## src/rtl/mem_sequencer.sv

```systemverilog
// ---------------------------------------------------------------------------
// mem_sequencer
//
// Purpose:
//   Bus-side sequencer that sits directly in front of a 16-bit asynchronous
//   RAM. It takes one read or write request at a time from the CPU datapath
//   and drives the RAM address, write data and write enable with fixed setup,
//   pulse and hold timing. Read data is sampled after a programmable number
//   of wait cycles and returned with a one-cycle response strobe.
//
// Handshake:
//   A request is taken on the rising edge where req_valid && req_ready are
//   both 1. req_ready is high only while the sequencer is idle. Request
//   inputs are ignored on every other edge. Each accepted request produces
//   exactly one rsp_valid pulse that lasts a single cycle. There is no
//   back-pressure on the response side.
//
// Parameters:
//   RD_WAIT  - cycles Ma is held stable before Mrd is sampled (>= 1)
//   WR_PULSE - cycles Mwen is held high (>= 1)
//
// Optional feature (macro MEM_SEQ_READBACK_EN):
//   When defined, every write is followed by a verify read. Ma is held for
//   RD_WAIT more cycles, Mrd is compared with Mwd, and any mismatch sets the
//   sticky wr_err flag. When undefined, wr_err is tied to 0.
//
// Ports:
//   clk        in   1   system clock, all state on rising edge
//   rst        in   1   synchronous active-high reset
//   req_valid  in   1   request present
//   req_ready  out  1   sequencer idle, can accept
//   req_we     in   1   1 = write, 0 = read
//   req_addr   in  16   request address
//   req_wdata  in  16   write data
//   rsp_valid  out  1   one-cycle completion strobe (reads and writes)
//   rsp_rdata  out 16   last read data, held until the next read completes
//   wr_err     out  1   sticky readback mismatch flag
//   Ma         out 16   RAM address
//   Mwd        out 16   RAM write data
//   Mwen       out  1   RAM write enable
//   Mrd        in  16   RAM read data
// ---------------------------------------------------------------------------
module mem_sequencer #(
    parameter int RD_WAIT  = 2,
    parameter int WR_PULSE = 2
) (
    input  logic        clk,
    input  logic        rst,
    input  logic        req_valid,
    output logic        req_ready,
    input  logic        req_we,
    input  logic [15:0] req_addr,
    input  logic [15:0] req_wdata,
    output logic        rsp_valid,
    output logic [15:0] rsp_rdata,
    output logic        wr_err,
    output logic [15:0] Ma,
    output logic [15:0] Mwd,
    output logic        Mwen,
    input  logic [15:0] Mrd
);

    // -----------------------------------------------------------------------
    // Parameter legality. Zero-length waits would make the counters below
    // meaningless, so they are rejected at elaboration time.
    // -----------------------------------------------------------------------
    if (RD_WAIT < 1) begin : g_bad_rd_wait
        $error("mem_sequencer: RD_WAIT must be at least 1");
    end
    if (WR_PULSE < 1) begin : g_bad_wr_pulse
        $error("mem_sequencer: WR_PULSE must be at least 1");
    end

    // One shared wait counter, sized for the longer of the two waits.
    localparam int CNT_MAX = (RD_WAIT > WR_PULSE) ? RD_WAIT : WR_PULSE;
    localparam int CNT_W   = (CNT_MAX < 2) ? 1 : $clog2(CNT_MAX + 1);

    localparam logic [CNT_W-1:0] CNT_ONE     = CNT_W'(1);
    localparam logic [CNT_W-1:0] RD_LOAD     = CNT_W'(RD_WAIT);
    localparam logic [CNT_W-1:0] WR_LOAD     = CNT_W'(WR_PULSE);

    // -----------------------------------------------------------------------
    // State encoding
    // -----------------------------------------------------------------------
    typedef enum logic [2:0] {
        S_IDLE     = 3'd0,
        S_RD_WAIT  = 3'd1,
        S_WR_SETUP = 3'd2,
        S_WR_PULSE = 3'd3,
        S_WR_HOLD  = 3'd4,
        S_RSP      = 3'd5
`ifdef MEM_SEQ_READBACK_EN
        ,
        S_VFY_WAIT = 3'd6
`endif
    } state_e;

    state_e           state_q;
    logic [CNT_W-1:0] cnt_q;
    logic [15:0]      ma_q;
    logic [15:0]      mwd_q;
    logic             mwen_q;
    logic             rsp_valid_q;
    logic [15:0]      rsp_rdata_q;
`ifdef MEM_SEQ_READBACK_EN
    logic             wr_err_q;
`endif

    // -----------------------------------------------------------------------
    // Sequencer FSM. All RAM-facing and response outputs are registered here.
    //
    // Read  : IDLE -> RD_WAIT (RD_WAIT cycles) -> RSP -> IDLE
    // Write : IDLE -> WR_SETUP -> WR_PULSE (WR_PULSE cycles) -> WR_HOLD
    //         [-> VFY_WAIT (RD_WAIT cycles)] -> RSP -> IDLE
    //
    // rsp_valid is registered from the RSP state, so the strobe is high in the
    // cycle that follows RSP. That cycle is already IDLE, which lets a new
    // request be taken on the same edge that ends the strobe.
    // -----------------------------------------------------------------------
    always_ff @(posedge clk) begin
        if (rst) begin
            state_q     <= S_IDLE;
            cnt_q       <= '0;
            ma_q        <= '0;
            mwd_q       <= '0;
            mwen_q      <= 1'b0;
            rsp_valid_q <= 1'b0;
            rsp_rdata_q <= '0;
`ifdef MEM_SEQ_READBACK_EN
            wr_err_q    <= 1'b0;
`endif
        end else begin
            rsp_valid_q <= 1'b0;

            case (state_q)
                S_IDLE: begin
                    if (req_valid) begin
                        ma_q <= req_addr;
                        if (req_we) begin
                            // Mwd only follows write requests; a read leaves
                            // the previous write data on the bus.
                            mwd_q   <= req_wdata;
                            state_q <= S_WR_SETUP;
                        end else begin
                            cnt_q   <= RD_LOAD;
                            state_q <= S_RD_WAIT;
                        end
                    end
                end

                S_RD_WAIT: begin
                    cnt_q <= cnt_q - CNT_ONE;
                    // Last wait cycle: Ma has been stable for RD_WAIT cycles.
                    if (cnt_q == CNT_ONE) begin
                        rsp_rdata_q <= Mrd;
                        state_q     <= S_RSP;
                    end
                end

                S_WR_SETUP: begin
                    // Ma/Mwd have been stable for one full cycle; raise Mwen.
                    mwen_q  <= 1'b1;
                    cnt_q   <= WR_LOAD;
                    state_q <= S_WR_PULSE;
                end

                S_WR_PULSE: begin
                    cnt_q <= cnt_q - CNT_ONE;
                    if (cnt_q == CNT_ONE) begin
                        mwen_q  <= 1'b0;
                        state_q <= S_WR_HOLD;
                    end
                end

                S_WR_HOLD: begin
                    // Ma/Mwd stay put for one cycle after Mwen falls.
`ifdef MEM_SEQ_READBACK_EN
                    cnt_q   <= RD_LOAD;
                    state_q <= S_VFY_WAIT;
`else
                    state_q <= S_RSP;
`endif
                end

`ifdef MEM_SEQ_READBACK_EN
                S_VFY_WAIT: begin
                    cnt_q <= cnt_q - CNT_ONE;
                    // Verify read reuses the read access time; the result only
                    // feeds the error flag and never touches rsp_rdata.
                    if (cnt_q == CNT_ONE) begin
                        if (Mrd != mwd_q) begin
                            wr_err_q <= 1'b1;
                        end
                        state_q <= S_RSP;
                    end
                end
`endif

                S_RSP: begin
                    rsp_valid_q <= 1'b1;
                    state_q     <= S_IDLE;
                end

                default: begin
                    state_q <= S_IDLE;
                    mwen_q  <= 1'b0;
                end
            endcase
        end
    end

    // -----------------------------------------------------------------------
    // Outputs
    // -----------------------------------------------------------------------
    assign req_ready = (state_q == S_IDLE);
    assign rsp_valid = rsp_valid_q;
    assign rsp_rdata = rsp_rdata_q;
    assign Ma        = ma_q;
    assign Mwd       = mwd_q;
    assign Mwen      = mwen_q;

`ifdef MEM_SEQ_READBACK_EN
    assign wr_err = wr_err_q;
`else
    assign wr_err = 1'b0;
`endif

endmodule

```

## config.mk

```make
export PLATFORM = sky130hd
export DESIGN_NAME = mem_sequencer
export DESIGN_NICKNAME = d
export VERILOG_FILES = /design/src/rtl/mem_sequencer.sv
export SDC_FILE = /design/constraint.sdc
export NUM_CORES = 1
export LEC_CHECK = 0
export ABC_AREA = 1
export CAP_MARGIN = 5
export CORE_UTILIZATION = 44
export DETAILED_ROUTE_END_ITERATION = 12
export HOLD_SLACK_MARGIN = 0.12
export PLACE_DENSITY = 0.85
export SYNTH_ARGS = -nofsm -noshare
export SYNTH_HDL_FRONTEND = slang
export SYNTH_SLANG_ARGS = --single-unit
```

## constraint.sdc

```tcl
create_clock -name clk -period 3.2 [get_ports clk]
set_clock_uncertainty 0.05 [all_clocks]
set_input_delay 0.32 -clock clk [delete_from_list [all_inputs] [get_ports clk]]
set_output_delay 0.32 -clock clk [all_outputs]
set_load 0.05 [all_outputs]
```

==> flow_metrics.py <==
metrics = {
    "place": {
        "portBuffers": 102,
        "dpl-instance-area_um2": 3320,
        "gp_congestion": 0.838,
        "dp_hpwl_um": 3890,
    },
    "logic_synthesis": {
        "yosysTopAreaCellShare": 0.482,
        "synth_edf_count": 0,
        "syn_avg_cell_area_um2": 6.93,
        "synth_top_area_cell": "dfxtp_1",
        "ys_seq_area_frac": 0.482,
        "synth-async-reset-ratio": 0,
        "syn_nets": 383,
        "synthCells": 330,
        "synth_ff_type": "dfxtp_1",
        "synthTopCellsByArea": "dfxtp_1 (48%), nor2_1 (14%), inv_1 (9.5%), o21ai_0 (7.4%), nand2_1 (7.4%)",
        "netlist-cell-type-count": 22,
        "yosys_warnings": 0,
        "synth_seq_cells": 55,
        "syn-cell-area_um2": 2290,
    },
    "grt": {
        "grt_pass1_wl_um": 8750,
        "grt_busiest_layer": "met2",
        "grt_max_degree": 37,
        "gr-usage-all-layers": 0.207,
        "grt_util_met2": 0.379,
        "grt_use_met3": 0.0488,
        "grt_pass1_vias": 2125,
        "grt_util_met1": 0.227,
        "antenna_found_initial": 0,
        "grt_overflow_total": 0,
    },
    "worst_setup_path": {
        "critPathMaxFanout": 5,
        "crit_chain": "nor2_4, nand2_2, inv_1, clkdlybuf4s50_1",
        "critPathKind": "reg2out",
        "critical_path_buf_inv_count": 2,
        "cp-start-kind": "flop",
        "slowest_delay_ns": 0.80,
        "slowest_stage": "clkdlybuf4s50_1",
        "critPathRequiredTime_ns": 2.83,
        "crit_path_end_kind": "primary output",
        "crit_family": "buffers and inverters",
        "arrival_ns": 1.84,
        "rrSetupSlack_ns": 1.46,
    },
    "clock_tree": {
        "clk-insertion-delay-late_ns": 0.30,
        "cts-htree-levels": 2,
        "cts_resized": 0,
        "clock-root-buffer": "clkbuf_8",
        "clock_sink_count": 55,
        "clk_pin_slew_worst_paths_ns": 0.09,
        "cts_buffers": 5,
        "cts_hold_buf": 0,
        "cts_tree": "done",
        "cts_setup_buffers": 0,
        "clockBufferDepth": 2,
    },
    "route": {
        "vias": 2228,
        "antenna_left": 0,
        "first_pass_iters": 5,
        "drc": 0,
        "drt-total-wl_um": 5390,
        "viasPerCell": 4.52,
        "routedWlPerCell_um": 10.9,
        "drt-initial-drc-count": 122,
    },
    "timing": {
        "finalMaxSlewViolations": 0,
        "period_share": 0.690,
        "finalSetupTns_ns": 0,
        "tightest_slew_ns": 0.781,
        "period_minus_slack_ns": 2.21,
        "timing.final.hold_violations": 0,
        "timing.fmax_mhz": 453,
        "setup_viol": 0,
        "relSlewSlack": 0.478,
        "hold_slack_ns": 0.417,
        "rsz0062_at_grt": "false",
    },
    "power": {
        "p_seq_frac": 0.341,
        "power_density_nw_per_um2": 816,
        "p_int_mw": 1.50,
        "ir_drop_mv": 0.742,
        "comb_power_share": 0.515,
        "p_sw_frac": 0.462,
        "finalPower_mw": 2.79,
        "p_sw_mw": 1.29,
        "clockPowerShare": 0.144,
        "leakage_nw": 1.54,
    },
    "final_layout": {
        "antenna_cells": 0,
        "fin_nets": 478,
        "final_cell_mix": "clkdlybuf4s50_1 (102), nor2_1 (86), inv_1 (58)",
        "area_growth_pct": 49.6,
        "stdcell_area_um2": 3420,
        "final_common_cell": "clkdlybuf4s50_1",
        "drive_above_1_share": 0.0376,
        "finish.utilization": 0.705,
    },
    "die": {
        "initial_core_util": 0.471,
        "chipWidth_um": 74.1,
        "boundaryPins": 104,
        "core_area_um2": 4850,
        "chipHeight_um": 74.1,
        "num_rows": 25,
        "die_area_um2": 5490,
    },
    "min_path": {
        "min-delay-path-class": "reg2reg",
    },
    "run_status": {
        "outcome": "finished clean",
    },
    "job": {
        "cap_violations": 0,
    },
}
synth_stat cells (2+ instances only):
| cell type | n |
|---|---|
| nor2_1 | 86 |
| inv_1 | 58 |
| dfxtp_1 | 55 |
| nand2_1 | 45 |
| o21ai_0 | 34 |
| nand3_1 | 18 |
| a21oi_1 | 7 |
| buf_2 | 5 |
| clkbuf_1 | 4 |
| buf_1 | 3 |
| buf_4 | 2 |
| inv_2 | 2 |
| nor3_1 | 2 |
through the flow:
stage	instances	setup slack, ns
final	493	0.993
after detailed placement	485	1.22
after CTS	493	0.978
after floorplan	330	1.92
after global routing	493	0.926
after global placement	485	1.28
state kept, by name, summed over array words and instances, names as in the netlist:
register	count
Ma	16
Mwd	16
rsp_rdata	16
state_q	3
cnt_q	2
Mwen	1
rsp_valid	1
path summary, 6_finish.rpt:
path,from,endpoint,cells past startpoint
setup / recovery,state_q[0]$_SDFFE_PP0P_,req_ready,4
hold reg to reg,cnt_q[1]$_SDFFE_PP0P_,cnt_q[1]$_SDFFE_PP0P_,2
hold / removal,cnt_q[1]$_SDFFE_PP0P_,cnt_q[1]$_SDFFE_PP0P_,2
setup reg to reg,cnt_q[0]$_SDFFE_PP0P_,rsp_rdata[2]$_SDFFE_PP0P_,5
cell type report:
class,instances,area (um2)
Sequential cell,55,1100
Tap cell,67,83.8
Clock buffer,6,82.6
Clock inverter,2,16.3
Inverter,60,225
Multi-Input combinational cell,200,882
Fill cell,413,1430
Timing Repair Buffer,103,1030
power by group through the flow:
stage / sequential, mW / combinational (mW) / clock [mW]
floorplan: 1.43 / 0.539 / 0
global placement: 0.964 / 1.42 / 0
detailed placement: 0.965 / 1.44 / 0
CTS: 0.953 / 1.45 / 0.416
global route: 0.972 / 1.56 / 0.437
finish: 0.951 / 1.44 / 0.402
cells by family after synthesis:
logic type | share of synthesized area
and+or+nand+nor | 0.286
other | 0.00164
AOI/OAI and AO/OA | 0.0930
adders and majority gates | 0.00547
DFF | 0.482
buffers and inverters | 0.132
per-layer routing:
layer,share of wire,vias up
met4,0.018,0
met2,0.49,75
met3,0.061,9
li1,-,1173
met1,0.43,971
met5,0,-
worst reg2reg max path: stages (launching register included):
cell and delay [ns]:
dfxtp_1 0.37, ha_1 0.21, nand4_2 0.35, inv_1 0.51, nor2_1 0.09, nor2_1 0.12
Note: power is estimated with default switching activity, not from simulation.
